[src/rtl/fifo_pkg.sv]
// Shared definitions for the synchronous FIFO controller.
//   depth_of / ptr_w_of : derive buffer depth and pointer width from the RAM address width
//   fifo_flags_t        : full / empty / almost_full bundle
//   decode_flags        : occupancy -> status flags
package fifo_pkg;

  function automatic int depth_of(input int addr_w);
    return 1 << addr_w;
  endfunction

  // One extra pointer bit distinguishes full from empty when the addresses match.
  function automatic int ptr_w_of(input int addr_w);
    return addr_w + 1;
  endfunction

  typedef struct packed {
    logic full;
    logic empty;
    logic almost_full;
  } fifo_flags_t;

  function automatic fifo_flags_t decode_flags(input int unsigned cnt,
                                               input int unsigned depth,
                                               input int unsigned af_thresh);
    fifo_flags_t f;
    f.full        = (cnt == depth);
    f.empty       = (cnt == 0);
    f.almost_full = (cnt >= af_thresh);
    return f;
  endfunction

endpackage

[src/rtl/simple_dual_port_ram_sync.sv]
// Simple dual-port synchronous RAM: one write port (A), one registered read port (B).
//   clka, wena, waddr, din : write port, word stored at the rising edge when wena=1
//   clkb, renb, raddr, dout: read port, dout updated one edge after renb=1, holds otherwise
//   rst_n                  : asynchronous active-low reset of the output register only
module simple_dual_port_ram_sync #(
  parameter int DATA_WIDTH = 8,
  parameter int ADDR_WIDTH = 7
) (
  input  logic                  clka,
  input  logic                  clkb,
  input  logic                  rst_n,
  input  logic                  wena,
  input  logic [ADDR_WIDTH-1:0] waddr,
  input  logic [DATA_WIDTH-1:0] din,
  input  logic                  renb,
  input  logic [ADDR_WIDTH-1:0] raddr,
  output logic [DATA_WIDTH-1:0] dout
);

  logic [DATA_WIDTH-1:0] mem [2**ADDR_WIDTH];

  always_ff @(posedge clka) begin
    if (wena) mem[waddr] <= din;
  end

  always_ff @(posedge clkb or negedge rst_n) begin
    if (!rst_n)    dout <= '0;
    else if (renb) dout <= mem[raddr];
  end

endmodule

[src/rtl/sync_fifo_ctrl.sv]
// Single-clock FIFO controller driving one simple dual-port RAM as a circular buffer.
// Standard (non-show-ahead) read: rd_data is valid one cycle after an accepted read.
//   clk, rst_n          : clock, asynchronous active-low reset
//   flush               : synchronous empty request, overrides wr_en/rd_en
//   wr_en, wr_data      : write request and word
//   rd_en               : read request
//   rd_data, rd_valid   : read word and its one-cycle valid pulse
//   full, empty, almost_full, count : occupancy status
//   overflow, underflow : sticky error flags, cleared by clr_err
module sync_fifo_ctrl
  import fifo_pkg::*;
#(
  parameter int DATA_WIDTH = 8,
  parameter int ADDR_WIDTH = 7,
  parameter int AF_THRESH  = 120
) (
  input  logic                  clk,
  input  logic                  rst_n,
  input  logic                  flush,
  input  logic                  wr_en,
  input  logic [DATA_WIDTH-1:0] wr_data,
  input  logic                  rd_en,
  output logic [DATA_WIDTH-1:0] rd_data,
  output logic                  rd_valid,
  output logic                  full,
  output logic                  empty,
  output logic                  almost_full,
  output logic [ADDR_WIDTH:0]   count,
  output logic                  overflow,
  output logic                  underflow,
  input  logic                  clr_err
);

  localparam int DEPTH = depth_of(ADDR_WIDTH);
  localparam int PTR_W = ptr_w_of(ADDR_WIDTH);

  logic [PTR_W-1:0] wr_ptr;
  logic [PTR_W-1:0] rd_ptr;
  logic [PTR_W-1:0] occ;
  fifo_flags_t      flags;
  logic             wr_fire;
  logic             rd_fire;
  logic             set_ovf;
  logic             set_udf;

  // Modular subtraction stays correct across the pointer MSB wrap.
  assign occ   = wr_ptr - rd_ptr;
  assign flags = decode_flags(32'(occ), 32'(DEPTH), 32'(AF_THRESH));

  assign count       = occ;
  assign full        = flags.full;
  assign empty       = flags.empty;
  assign almost_full = flags.almost_full;

  // Refusals are decided on the current state: no pass-through when full, no bypass when empty.
  assign wr_fire = wr_en & ~flags.full  & ~flush;
  assign rd_fire = rd_en & ~flags.empty & ~flush;
  assign set_ovf = wr_en & flags.full  & ~flush;
  assign set_udf = rd_en & flags.empty & ~flush;

  always_ff @(posedge clk or negedge rst_n) begin
    if (!rst_n) begin
      wr_ptr    <= '0;
      rd_ptr    <= '0;
      rd_valid  <= 1'b0;
      overflow  <= 1'b0;
      underflow <= 1'b0;
    end else begin
      if (flush) begin
        wr_ptr <= '0;
        rd_ptr <= '0;
      end else begin
        if (wr_fire) wr_ptr <= wr_ptr + PTR_W'(1);
        if (rd_fire) rd_ptr <= rd_ptr + PTR_W'(1);
      end
      rd_valid <= rd_fire;
      // A new error event wins over a same-cycle clear.
      overflow  <= set_ovf | (overflow  & ~clr_err);
      underflow <= set_udf | (underflow & ~clr_err);
    end
  end

  simple_dual_port_ram_sync #(
    .DATA_WIDTH(DATA_WIDTH),
    .ADDR_WIDTH(ADDR_WIDTH)
  ) u_ram (
    .clka (clk),
    .clkb (clk),
    .rst_n(rst_n),
    .wena (wr_fire),
    .waddr(wr_ptr[ADDR_WIDTH-1:0]),
    .din  (wr_data),
    .renb (rd_fire),
    .raddr(rd_ptr[ADDR_WIDTH-1:0]),
    .dout (rd_data)
  );

endmodule

[config.mk]
export PLATFORM = sky130hd
export DESIGN_NAME = sync_fifo_ctrl
export DESIGN_NICKNAME = d
export VERILOG_FILES = /design/src/rtl/fifo_pkg.sv /design/src/rtl/simple_dual_port_ram_sync.sv /design/src/rtl/sync_fifo_ctrl.sv
export SDC_FILE = /design/constraint.sdc
export NUM_CORES = 1
export LEC_CHECK = 0
export CORE_MARGIN = 2
export CORE_UTILIZATION = 45
export CTS_CLUSTER_SIZE = 14
export DETAILED_ROUTE_END_ITERATION = 6
export PLACE_DENSITY = 0.63
export SLEW_MARGIN = 15
export SYNTH_ARGS = -nofsm -noshare
export SYNTH_HDL_FRONTEND = slang
export SYNTH_HIERARCHICAL = 1
export SYNTH_SLANG_ARGS = --single-unit
[constraint.sdc]
create_clock -name clk -period 5 [get_ports clk]
set_clock_uncertainty 0.15 [all_clocks]
set_input_delay 1 -clock clk [delete_from_list [all_inputs] [get_ports clk]]
set_output_delay 1 -clock clk [all_outputs]
set_load 0.01 [all_outputs]
==> impl_metrics.env <==
export IMPL_ys_types=68
export IMPL_grt_first_pass_wirelength_um=149000
export IMPL_place_area_um2=44200
export IMPL_slowest_stage="clkdlybuf4s50_1"
export IMPL_numPortBuffers=35
export IMPL_wl_met2_um=49700
export IMPL_synth_cells=2149
export IMPL_cts_tree="built"
export IMPL_vias_per_cell=5.94
export IMPL_drive_above_1_share_pct=23.0
export IMPL_dp_hpwl_um=62100
export IMPL_gp_congestion=0.855
export IMPL_synthTopCellsByArea="edfxtp_1, mux4_2, mux2i_1, dfrtp_1, nor2_1"
export IMPL_combPwrFrac_pct=11.4
export IMPL_cts_sinks=1051
export IMPL_grt_pass1_vias=21800
export IMPL_drt_iter0_markers=2693
export IMPL_synth_edff_count=1024
export IMPL_synth_seq_cells=1051
export IMPL_cts_inserted_buffers=105
export IMPL_syn_nets=2173
export IMPL_rsz0062_at_grt="false"
export IMPL_fillers=7301
export IMPL_design_area_um2=47700
export IMPL_cap_violations=0
export IMPL_htree_levels=3
export IMPL_synth_mux_area_share_pct=14.8
export IMPL_worst_pin_slew_ns=1.14
export IMPL_crit_path_end_kind="output pin"
export IMPL_clk_pin_slew_ns=0.06
export IMPL_synth_top_family_by_area="multiplexers"
export IMPL_path_max_fanout=5
export IMPL_status="completed"
export IMPL_period_needed_ns=4.76
export IMPL_whs_ns=0.354
export IMPL_setup_viol=0
export IMPL_final_common_cell="edfxtp_1"
export IMPL_max_freq_mhz=210
export IMPL_pin_count=36
export IMPL_final_antenna_net_count=0
export IMPL_synth_xor_area_share_pct=0.0836
export IMPL_slew_headroom_pct=24.2
export IMPL_antenna_found_initial=2
export IMPL_clockBufferDepth=3
export IMPL_startpoint_type="register"
export IMPL_seqPwrFrac_pct=49.4
export IMPL_dr_wl_met3_um=7780
export IMPL_p_sw_share_pct=23.0
export IMPL_fp_dieW_um=309
export IMPL_slowest_delay_ns=0.56
export IMPL_maxSlewViolCount=0
export IMPL_grt_overflow_total=0
export IMPL_synth_simple_gate_area_share_pct=4.03
export IMPL_tns_ns=0
export IMPL_synth_top_cell_by_area="edfxtp_1"
export IMPL_drt_wirelength_per_cell_um=27.8
export IMPL_clock_root_buffer="clkbuf_16"
export IMPL_num_rows=111
export IMPL_setup_slack_ns=0.237
export IMPL_postSynthAreaPerCell_um2=19.5
export IMPL_syn_area_um2=41900
export IMPL_area_growth_pct=13.9
export IMPL_die_height_um=309
export IMPL_nets=2348
export IMPL_wl_met1_um=41300
export IMPL_leakage_nw=14.8
export IMPL_worstPathRequired_ns=3.85
export IMPL_hold_buffers=0
export IMPL_criticalPathCategory="register to output pin"
export IMPL_die_area_um2=95500
export IMPL_timing_final_crit_share_pct=95.3
export IMPL_hold_violations=0
export IMPL_yosys_area_share_adder_pct=0.317
export IMPL_synth_compound_area_share_pct=3.89
export IMPL_drt_wl_total_um=102000
export IMPL_synth_warnings=6
export IMPL_internal_power_mw=15.2
export IMPL_async_reset_ff_share_pct=2.57
export IMPL_switching_power_mw=4.54
export IMPL_dp_slack_ns=0.463
export IMPL_core_area_um2=91900
export IMPL_hold_path_class="register to register"
export IMPL_clk_latency_ns=0.66
export IMPL_seq_area_frac_synth_pct=75.0
export IMPL_clkPwrFrac_pct=39.2
export IMPL_firstDrtPassIters=5
export IMPL_initial_core_util_pct=45.6
export IMPL_cp_cell_sequence="inv_1 > ha_1 > and3b_1 > or3_1 > a2111o_1 > a2111oi_4 > a21boi_4 > clkdlybuf4s50_1"
export IMPL_total_power_mw=19.8
export IMPL_drc=0
export IMPL_synth_top_cell_area_share_pct=73.4
export IMPL_top_layer_used="met4"
export IMPL_vias=21700
export IMPL_vdd_drop_max_mv=0.243
export IMPL_grt_max_degree=122
export IMPL_grt_usage_pct=21.4
export IMPL_power_density_nw_per_um2=415
export IMPL_cp_arrival_ns=3.61
export IMPL_ys_flop_type="edfxtp_1"
export IMPL_final_cell_mix="edfxtp_1, mux4_2, nor2_1"
==> layer usage <==
| metal | track usage, % | vias up |
|---|---|---|
| li1 | - | 9233 |
| met1 | 29.4 | 11400 |
| met2 | 35.0 | 933 |
| met5 | 0 | - |
| met4 | 6.51 | 0 |
| met3 | 4.12 | 167 |
==> stage by stage <==
step	utilization [%]	std cells
global placement	48.1	3458
floorplan	-	2149
detailed placement	48.1	3458
finish	51.9	3656
global route	51.9	3655
CTS	51.8	3653
==> cells in the mapped netlist, drive strengths merged (17+ instances only) <==
master and count:
mux4 204, o221ai 30, dfrtp 27, clkbuf 68, nand3 41, nor2 166
and2 33, nand2 38, nor3 18, mux2i 140, a211oi 22, inv 17
a21oi 25, o22ai 61, edfxtp 1024, buf 55
==> worst paths after layout <==
kind	start	end	slack (ns)	cells past startpoint
max in group asynchronous	rst_n	rd_ptr[3]	3.79	2
min in group asynchronous	rst_n	rd_ptr[7]	0.58	2
setup / recovery	rd_ptr[2]	empty	0.24	8
hold reg to reg	underflow	underflow	0.35	1
setup reg to reg	rd_ptr[0]	u_ram/dout[5]	0.43	15
hold / removal	underflow	underflow	0.35	1
==> power by group through the flow <==
stage	clock (mW)	sequential (mW)	combinational, mW
final	7.75	9.77	2.26
after global placement	0	9.95	2.25
after CTS	7.86	9.77	2.28
after global routing	8.20	9.77	2.40
after floorplan	0	9.94	1.54
after detailed placement	0	9.96	2.27
==> critical path: cells and delay by family (launching register included) <==
kind	cells	cell delay, ns
AO/OA/AOI/OAI	3	0.99
AND/OR/NAND/NOR	2	0.58
flip-flops	1	0.41
buffers and inverters	2	0.68
adder cells (fa/ha/maj)	1	0.30
==> registers in the layout (all words and copies together), names as in the netlist <==
register / flops
rd_ptr: 8
underflow: 1
wr_ptr: 8
rd_valid: 1
u_ram/dout: 8
u_ram/mem: 1024
overflow: 1
==> cell type report <==
| type | instances | area, um^2 | share of cell area, % |
|---|---|---|---|
| multi-input cells | 958 | 9680 | 20.3 |
| flip-flops and latches | 1051 | 31400 | 65.9 |
| inverters | 17 | 63.8 | 0.134 |
| well taps | 1243 | 1560 | 3.26 |
| clock inverters | 65 | 581 | 1.22 |
| clock buffers | 130 | 2830 | 5.93 |
| repair buffers | 191 | 1540 | 3.23 |
| diodes | 1 | 2.50 | 0.00525 |
==> cell families after synthesis <==
family | after synthesis
xor gates and xnor gates | 4
buffers and inverters | 140
and+or+nand+nor | 359
AOI/OAI and AO/OA | 225
adders and majority gates | 10
DFF | 1051
muxes | 360
==> repair_timing <==
action / in CTS / in global routing
endpoints found under the setup margin: 1 / 2
gates resized for setup: 1 / 2
buffers inserted: 0 / 1
hold endpoints to repair: 0 / 0
pin swaps: 0 / 2
Note: power is estimated with default switching activity, not from simulation.
